**src/rtl/mem_arbiter.sv**
```systemverilog
// mem_arbiter: serialises CPU fetch and data requests onto one
// single-ported RAM bus; data wins, stores lane-steered, loads
// right-justified and zero-filled, bus timeout reported as bus_err.
//
// Ports:
//   clk, rst           clock (rising), async active-high reset
//   imem_ren/addr      fetch request (level) and byte address
//   ihit, imem_load    fetch done pulse, fetched word (held)
//   dmem_ren/wen       load / store request (level, wen wins)
//   dmem_addr/width    data byte address, 00 b / 01 h / 1x w
//   dmem_store         right-justified store data
//   dhit, dmem_load    data done pulse, load data (held)
//   ram_req/wen/addr   bus request, write, word-aligned address
//   ram_be/wdata       byte enables, lane-replicated write data
//   ram_ready/rdata    bus completion pulse and read data
//   bus_err            pulses with a hit on timeout/misalignment
//
// Optional: define MEM_ALIGN_CHECK_EN to reject misaligned
// accesses without touching the bus.

module mem_arbiter #(
  parameter int TIMEOUT_CYCLES = 255
) (
  input  logic        clk,
  input  logic        rst,
  input  logic        imem_ren,
  input  logic [31:0] imem_addr,
  output logic        ihit,
  output logic [31:0] imem_load,
  input  logic        dmem_ren,
  input  logic        dmem_wen,
  input  logic [31:0] dmem_addr,
  input  logic [1:0]  dmem_width,
  input  logic [31:0] dmem_store,
  output logic        dhit,
  output logic [31:0] dmem_load,
  output logic        ram_req,
  output logic        ram_wen,
  output logic [31:0] ram_addr,
  output logic [3:0]  ram_be,
  output logic [31:0] ram_wdata,
  input  logic        ram_ready,
  input  logic [31:0] ram_rdata,
  output logic        bus_err
);

  typedef enum logic [1:0] {
    IDLE  = 2'd0,
    DBUSY = 2'd1,
    IBUSY = 2'd2,
    RESP  = 2'd3
  } state_t;

  localparam logic [7:0] TO_LAST = 8'(TIMEOUT_CYCLES - 1);

  state_t      r_state;
  logic [7:0]  r_cnt;
  logic [1:0]  r_width;
  logic [1:0]  r_a;
  logic        r_wen;
  logic        r_ihit;
  logic        r_dhit;
  logic        r_err;
  logic [31:0] r_iload;
  logic [31:0] r_dload;
  logic        r_ram_req;
  logic        r_ram_wen;
  logic [31:0] r_ram_addr;
  logic [3:0]  r_ram_be;
  logic [31:0] r_ram_wdata;

  logic        w_dreq;
  logic [3:0]  w_sbe;
  logic [31:0] w_swdata;
  logic [7:0]  w_byte;
  logic [15:0] w_half;
  logic [31:0] w_ldata;
  logic        w_isd;

  assign w_dreq = dmem_ren | dmem_wen;
  assign w_isd  = (r_state == DBUSY);

  // store lane steering from the live request (used at capture)
  always_comb begin
    w_sbe    = 4'b1111;
    w_swdata = dmem_store;
    unique case (dmem_width)
      2'b00: begin
        w_sbe    = 4'b0001 << dmem_addr[1:0];
        w_swdata = {4{dmem_store[7:0]}};
      end
      2'b01: begin
        w_sbe    = dmem_addr[1] ? 4'b1100 : 4'b0011;
        w_swdata = {2{dmem_store[15:0]}};
      end
      default: begin
        w_sbe    = 4'b1111;
        w_swdata = dmem_store;
      end
    endcase
  end

  // load extraction from the captured lane offset
  always_comb begin
    w_byte = ram_rdata[7:0];
    unique case (r_a)
      2'd0:    w_byte = ram_rdata[7:0];
      2'd1:    w_byte = ram_rdata[15:8];
      2'd2:    w_byte = ram_rdata[23:16];
      default: w_byte = ram_rdata[31:24];
    endcase
    w_half = r_a[1] ? ram_rdata[31:16] : ram_rdata[15:0];
    unique case (r_width)
      2'b00:   w_ldata = {24'b0, w_byte};
      2'b01:   w_ldata = {16'b0, w_half};
      default: w_ldata = ram_rdata;
    endcase
  end

`ifdef MEM_ALIGN_CHECK_EN
  logic w_dmis;
  logic w_imis;

  always_comb begin
    w_dmis = 1'b0;
    unique case (dmem_width)
      2'b00:   w_dmis = 1'b0;
      2'b01:   w_dmis = dmem_addr[0];
      default: w_dmis = |dmem_addr[1:0];
    endcase
  end

  assign w_imis = |imem_addr[1:0];
`else
  logic w_unused_ilow;
  assign w_unused_ilow = ^imem_addr[1:0];
`endif

  always_ff @(posedge clk or posedge rst) begin
    if (rst) begin
      r_state     <= IDLE;
      r_cnt       <= 8'd0;
      r_width     <= 2'b00;
      r_a         <= 2'b00;
      r_wen       <= 1'b0;
      r_ihit      <= 1'b0;
      r_dhit      <= 1'b0;
      r_err       <= 1'b0;
      r_iload     <= 32'd0;
      r_dload     <= 32'd0;
      r_ram_req   <= 1'b0;
      r_ram_wen   <= 1'b0;
      r_ram_addr  <= 32'd0;
      r_ram_be    <= 4'b0000;
      r_ram_wdata <= 32'd0;
    end else begin
      unique case (r_state)
        IDLE: begin
          r_ihit <= 1'b0;
          r_dhit <= 1'b0;
          r_err  <= 1'b0;
          r_cnt  <= 8'd0;
          if (w_dreq) begin
            r_wen   <= dmem_wen;
            r_width <= dmem_width;
            r_a     <= dmem_addr[1:0];
`ifdef MEM_ALIGN_CHECK_EN
            if (w_dmis) begin
              r_state <= RESP;
              r_dhit  <= 1'b1;
              r_err   <= 1'b1;
              if (!dmem_wen)
                r_dload <= 32'd0;
            end else begin
`else
            begin
`endif
              r_state     <= DBUSY;
              r_ram_req   <= 1'b1;
              r_ram_wen   <= dmem_wen;
              r_ram_addr  <= {dmem_addr[31:2], 2'b00};
              r_ram_be    <= dmem_wen ? w_sbe : 4'b1111;
              r_ram_wdata <= w_swdata;
            end
          end else if (imem_ren) begin
`ifdef MEM_ALIGN_CHECK_EN
            if (w_imis) begin
              r_state <= RESP;
              r_ihit  <= 1'b1;
              r_err   <= 1'b1;
              r_iload <= 32'd0;
            end else begin
`else
            begin
`endif
              r_state    <= IBUSY;
              r_ram_req  <= 1'b1;
              r_ram_wen  <= 1'b0;
              r_ram_addr <= {imem_addr[31:2], 2'b00};
              r_ram_be   <= 4'b1111;
            end
          end
        end
        DBUSY, IBUSY: begin
          r_cnt <= r_cnt + 8'd1;
          // a ready arriving on the last allowed cycle still wins
          if (ram_ready) begin
            r_state   <= RESP;
            r_ram_req <= 1'b0;
            r_ram_wen <= 1'b0;
            if (w_isd) begin
              r_dhit <= 1'b1;
              if (!r_wen)
                r_dload <= w_ldata;
            end else begin
              r_ihit  <= 1'b1;
              r_iload <= ram_rdata;
            end
          end else if (r_cnt == TO_LAST) begin
            r_state   <= RESP;
            r_ram_req <= 1'b0;
            r_ram_wen <= 1'b0;
            r_err     <= 1'b1;
            if (w_isd) begin
              r_dhit <= 1'b1;
              if (!r_wen)
                r_dload <= 32'd0;
            end else begin
              r_ihit  <= 1'b1;
              r_iload <= 32'd0;
            end
          end
        end
        RESP: begin
          // one dead cycle lets the datapath drop its request
          r_ihit  <= 1'b0;
          r_dhit  <= 1'b0;
          r_err   <= 1'b0;
          r_state <= IDLE;
        end
        default: r_state <= IDLE;
      endcase
    end
  end

  assign ihit      = r_ihit;
  assign dhit      = r_dhit;
  assign bus_err   = r_err;
  assign imem_load = r_iload;
  assign dmem_load = r_dload;
  assign ram_req   = r_ram_req;
  assign ram_wen   = r_ram_wen;
  assign ram_addr  = r_ram_addr;
  assign ram_be    = r_ram_be;
  assign ram_wdata = r_ram_wdata;

endmodule

```
**config.mk**
```make
export PLATFORM = sky130hd
export DESIGN_NAME = mem_arbiter
export DESIGN_NICKNAME = d
export VERILOG_FILES = /design/src/rtl/mem_arbiter.sv
export SDC_FILE = /design/constraint.sdc
export NUM_CORES = 1
export LEC_CHECK = 0
export CORE_AREA = 2 2 125 127
export DETAILED_ROUTE_END_ITERATION = 8
export DIE_AREA = 0 0 127 129
export PLACE_DENSITY = 0.9
export SLEW_MARGIN = 15
export SYNTH_ARGS = -nofsm -noshare
export SYNTH_HDL_FRONTEND = slang
export SYNTH_SLANG_ARGS = --single-unit
```
**constraint.sdc**
```tcl
create_clock -name clk -period 10.5 [get_ports clk]
set_input_delay 1.575 -clock clk [delete_from_list [all_inputs] [get_ports clk]]
set_output_delay 1.575 -clock clk [all_outputs]
set_load 0.01 [all_outputs]
```
==> metrics.txt, run 1 <==
Die X 127 um; fraction of registers with async set/reset 100%; dpl cell area 9860 um2; die area around 16000 um2; yosys warns 0; synthesized instance count 693; FF+latch count, synth 150; area growth from synthesis to layout 48.0%; Worst Setup End Kind register; initial DRC count 501; worst clock skew 7.40 ps; WP data arrival 3720 ps; final worst-path cycle share about 33%; Resized Gates After CTS 0; CTS tree built; Post-CTS Setup Inserts 0; LEAKAGE 4.47 nW; Synth area leader dfrtp_1; min Tclk post-route 3410 ps; antenna violations before repair 0; Comb pwr share 45.0%; most frequent cells in the layout clkdlybuf4s50_1 (268), dfrtp_1 (150), o21ai_0 (105); worst setup path category primary input to register; register area share after synthesis 53.1%; met1 Use GR 31.0%; first-pass GRT wire length around 33 mm; layout cell share with drive strength beyond 1 7.43%; Final Max Tran Viols 0; Final Hold Viols 0; clock share of power 21.2%; Total GRT Usage 25.6%; Post-DRT Antenna Nets 0; register area between 3000 and 4000 um2; commonest non-fill, non-tap cell in the layout clkdlybuf4s50_1; final setup vio count 0; met2 Track Usage GR 42.9%; Ports 273; Post-Syn Area approximately 7100 um2; status finished, final reports clean; Critical Path Start Type primary input; drc violations 0; slew margin rel. between 20% and 30%; grt total ovfl 0; largest net degree at the start of global routing 85; CTS clk-pin slew, worst paths 60 ps; CP startpoint ram_ready; HPWL Detailed 15.1 mm; CP Max Fanout 44; RSZ-0062 raised after global routing no; design area 10500 um2; max-cap violations 0; initial core utilization 47.2%; Max IR drop VDD between 0.0001 and 0.00015 V; gr busiest metal met2; Final TNS setup 0 ps; drt pass-1 iters 5; Final #Nets 1085; grt met3 use 7.44%; top cell type's share of synthesized area 53.1%; dominant synthesized flop cell dfrtp_1; aggregate routed wire length ~21 mm; worst reg2reg endpoint imem_load[4]$_DFFE_PP0P_; per-cell routed wire length 18.2 um; Reg2Reg Setup Slack between 7000 and 8000 ps; Sink Count 150; Int Power 0.00187 W; area of the core 15000 um2; Worst Hold Class register to register; Fillers 1097; DR vias/cell 5.44; Post-synth EDFFs 0; Fmax 0.293 GHz; Data required, critical path 10800 ps; Cell variety after synth 46; Power Density 280 nW/um2; Worst R2R Path Depth 5; routed vias 6219; vias in the first global route 6257; row cnt 45; GP Congestion 0.833; CTS buffer count 17; Antenna Diode Count 0; Flop pwr share 33.8%; multi-input logic area between 2000 and 3000 um2; Clock H-tree levels 4; hold_buf cts 0; worst-margin pin slew roughly 1100 ps; PortBufs approximately 270; switching share of power 36.0%; Reg-to-Reg Start r_state[0]$_DFFE_PP0P_; Net Sw Power 0.00105 W; Avg Synthesized Cell Area 10.2 um2; CTS Buffer Depth 2; die height 129 um; clk_lat worst skew 420 ps; clock root buffer clkbuf_16; crit path to imem_load[4]$_DFFE_PP0P_; synth top area cells dfrtp_1 (53%), mux2i_1 (12%), o21ai_0 (7.4%)
synth_stat cells (4+ instances only):
cell,count
dfrtp_1,150
o21ai_0,105
nand2_1,104
mux2i_1,85
inv_1,34
clkbuf_1,31
nand3_1,23
a21oi_1,21
nor2_1,21
mux2_2,19
a22o_1,18
or3_1,9
buf_2,8
o2bb2ai_1,7
ha_1,6
buf_6,4
nand2b_1,4
nor3_1,4
metal layers:
layer | vias to the layer above | part of all wire [%] | wire length [um]
met2 | 285 | 49 | 10200
met1 | 2996 | 40 | 8280
li1 | 2895 | - | -
met4 | 0 | 3.2 | 666
met3 | 43 | 8.3 | 1720
met5 | - | 0 | 0
power by group through the flow:
| stage | Sequential, W | Clock [W] | Combinational [W] |
|---|---|---|---|
| 3_3_place_gp | 0.000979 | 0 | 0.00128 |
| 2_1_floorplan | 0.00107 | 0 | 0.000554 |
| 5_1_grt | 0.00102 | 0.000650 | 0.00142 |
| 3_5_place_dp | 0.000993 | 0 | 0.00132 |
| 4_1_cts | 0.000988 | 0.000627 | 0.00133 |
| 6_report | 0.000988 | 0.000620 | 0.00132 |
per-stage QoR:
| step | util, % | power (W) | worst slack [ps] | instances | hold slack, ps |
|---|---|---|---|---|---|
| after floorplan | - | 0.00162 | 4890 | 694 | 454 |
| after global placement | 65.8 | 0.00226 | 6700 | 1112 | 461 |
| after detailed placement | 65.8 | 0.00231 | 6660 | 1112 | 469 |
| after CTS | 69.8 | 0.00294 | 7100 | 1144 | 483 |
| after global routing | 69.8 | 0.00309 | 6960 | 1144 | 505 |
| final | 69.8 | 0.00292 | 7090 | 1144 | 477 |
worst min-delay path by stage:
stage,startpoint,end,slack (ps),cells past startpoint
CTS,ram_addr[2]$_DFFE_PP0P_,ram_addr[2]$_DFFE_PP0P_,480,2
global placement,ram_addr[23]$_DFFE_PP0P_,ram_addr[23]$_DFFE_PP0P_,460,2
floorplan,r_wen$_DFFE_PP0P_,r_wen$_DFFE_PP0P_,450,1
detailed placement,ram_wdata[13]$_DFFE_PP0P_,ram_wdata[13]$_DFFE_PP0P_,470,2
global route,ram_addr[4]$_DFFE_PP0P_,ram_addr[4]$_DFFE_PP0P_,500,2
finish,ram_addr[2]$_DFFE_PP0P_,ram_addr[2]$_DFFE_PP0P_,480,2
final cells by class:
cell class,instances,area share [%]
flip-flops and latches,150,35.9
multi-input cells,463,28.6
repair buffers,276,26.2
clock buffers,19,4.33
well taps,188,2.25
clock inverters,13,1.42
inverters,35,1.30
logic make-up (layout without fill, tap and decap cells):
logic type | Yosys count | after routing | share of synthesized area [%]
AOI/OAI and AO/OA | 171 | 171 | 14.3
xor gates and xnor gates | 2 | 2 | 0.248
adders and majority gates | 6 | 6 | 1.06
buffers and inverters | 81 | 343 | 4.98
DFF | 150 | 150 | 53.1
muxes | 104 | 104 | 15.1
other | 1 | 2 | 0.0531
and+or+nand+nor | 178 | 178 | 11.2
sequential cells by signal (all words and copies together), names as in the netlist, 2 cells and up:
register,cells
r_width,2
r_a,2
dmem_load,32
r_state,2
ram_be,4
ram_addr,30
ram_wdata,32
r_cnt,8
imem_load,32
worst max-delay path, stage by stage:
cell,delay [ps]
clkdlybuf4s50_1,460
buf_4,400
a21oi_2,240
buf_4,260
or3_1,470
a22o_1,290
Power figures use the tool's default switching activity.
==> run 2, diff against run 1 <==
CORE_AREA = 2 2 130 132   (was 2 2 125 127)
DIE_AREA = 0 0 132 134   (was 0 0 127 129)
PLACE_DENSITY = 0.85   (was 0.9)
clock period = 3.43 ns   (was 10.5 ns; I/O delays follow)
==> metrics.txt, run 2 (synthesis gave the netlist of run 1 again) <==
Clock H-tree levels 4; switching share of power 35.1%; Data required, critical path 3700 ps; Final TNS setup 0 ps; Max IR drop VDD 0.000432 V; per-cell routed wire length 17.9 um; die height ~130 um; row cnt 47; slew margin rel. 33.2%; Antenna Diode Count 0; Net Sw Power approximately 0.0032 W; die area 17700 um2; aggregate routed wire length 21.1 mm; CTS buffer count 17; design area about 11000 um2; Final Util 65.3%; most frequent cells in the layout clkdlybuf4s50_1 (268), dfrtp_1 (150), o21ai_0 (105); final worst-path cycle share 72.8%; layout cell share with drive strength beyond 1 8.10%; CTS Buffer Depth 2; Post-CTS Setup Inserts 0; LEAKAGE 4.55 nW; first-pass GRT wire length ~34 mm; Worst Setup End Kind register; Worst Hold Class register to register; Sink Count 150; initial DRC count 406; Resized Gates After CTS 0; Final Max Tran Viols 0; Fmax 0.401 GHz; grt total ovfl 0; clk_lat worst skew 430 ps; Critical Path Start Type register; Final Hold Viols 0; Critical Path, Cell by Cell inv_1 > ha_1 > and4_1 > a21oi_2 > buf_4 > buf_4 > or2_2 > o21ai_0; Final #Nets about 1100; RSZ-0062 raised after global routing no; drt pass-1 iters 4; Post-DRT Antenna Nets 0; final setup vio count 0; initial core utilization 43.4%; pre-CTS setup slack 595 ps; drc violations 0; CTS clk-pin slew, worst paths 60 ps; DR vias/cell 5.28; WP data arrival 2770 ps; vias in the first global route 6452; Int Power 0.00598 W; clock root buffer clkbuf_16; status finished, final reports clean; Total GRT Usage 24.6%; routed vias 6247; GP Congestion 0.791; Die X about 130 um; Crit-path slowest cell dfrtp_1; area of the core 16300 um2; Flop pwr share around a third; worst clock skew 9.66 ps; Worst R2R Path Depth 8; worst setup path category register to register; PortBufs about 270; hold_buf cts 0; antenna violations before repair 0; min Tclk post-route 2500 ps; hold path cells 2; CP Max Fanout 23; clock share of power 22.8%; max-cap violations 0; commonest non-fill, non-tap cell in the layout clkdlybuf4s50_1; HPWL Detailed ~15 mm; Comb pwr share 44.8%; dpl cell area approximately 10000 um2; worst-margin pin slew 1000 ps; Ports ~270; largest net degree at the start of global routing 151; area growth from synthesis to layout 50.6%; CP peak stage delay 420 ps; CTS tree built; Power Density 865 nW/um2; PnR worst setup slack 934 ps; most used cell, CP buf_4
==> run 2: cell types whose count changed in the layout (fill, tap and decap cells not counted), sizes merged <==
| cell | change |
|---|---|
| clkinvlp | -2 |
| bufinv | +3 |
| clkbuf | -2 |
| buf | +8 |
==> run 2: final timing paths <==
check | start | end | slack [ps]
min in group asynchronous | rst | dmem_load[27]$_DFFE_PP0P_ | 630
max in group asynchronous | rst | dmem_load[0]$_DFFE_PP0P_ | 2130
min | ram_addr[12]$_DFFE_PP0P_ | ram_addr[12]$_DFFE_PP0P_ | 480
min reg2reg | ram_addr[12]$_DFFE_PP0P_ | ram_addr[12]$_DFFE_PP0P_ | 480
max | r_cnt[0]$_DFFE_PP0P_ | dmem_load[24]$_DFFE_PP0P_ | 930
max reg2reg | r_cnt[0]$_DFFE_PP0P_ | dmem_load[24]$_DFFE_PP0P_ | 930
==> run 2: per-stage QoR <==
step                total power [W]  hold WS [ps]  std cells
floorplan                   0.00497           454        694
global placement            0.00699           460       1152
detailed placement          0.00714           469       1152
CTS                         0.00927           483       1183
global route                0.00977           500       1183
finish                      0.00920           476       1183
==> run 2: cell type report <==
cell class	instances	area, um2
clock buffers	17	425
clock inverters	14	225
fillers	1269	5650
inverters	35	135
multi-input cells	463	2990
flip-flops and latches	150	3750
well taps	220	275
repair buffers	284	2840
==> run 2: metal layers <==
layer  GRT usage, %  part of all wire (%)
met2           41.0                    49
met1           29.6                    40
met3           7.52                   8.6
met4           10.7                   3.0
met5              0                     0
==> run 2: power groups by stage <==
stage               logic [W]  registers (W)  clock network [W]
global route          0.00449        0.00308            0.00219
detailed placement    0.00414        0.00300                  0
CTS                   0.00416        0.00299            0.00212
global placement      0.00402        0.00297                  0
finish                0.00412        0.00298            0.00210
floorplan             0.00170        0.00327                  0
==> run 2: worst max-delay path: cells and delay by family, from the launching register on <==
family	cells	cell delay (ps)
DFF	1	420
and+or+nand+nor	2	600
adders and majority gates	1	200
buffers and inverters	3	510
AOI/OAI and AO/OA	2	610
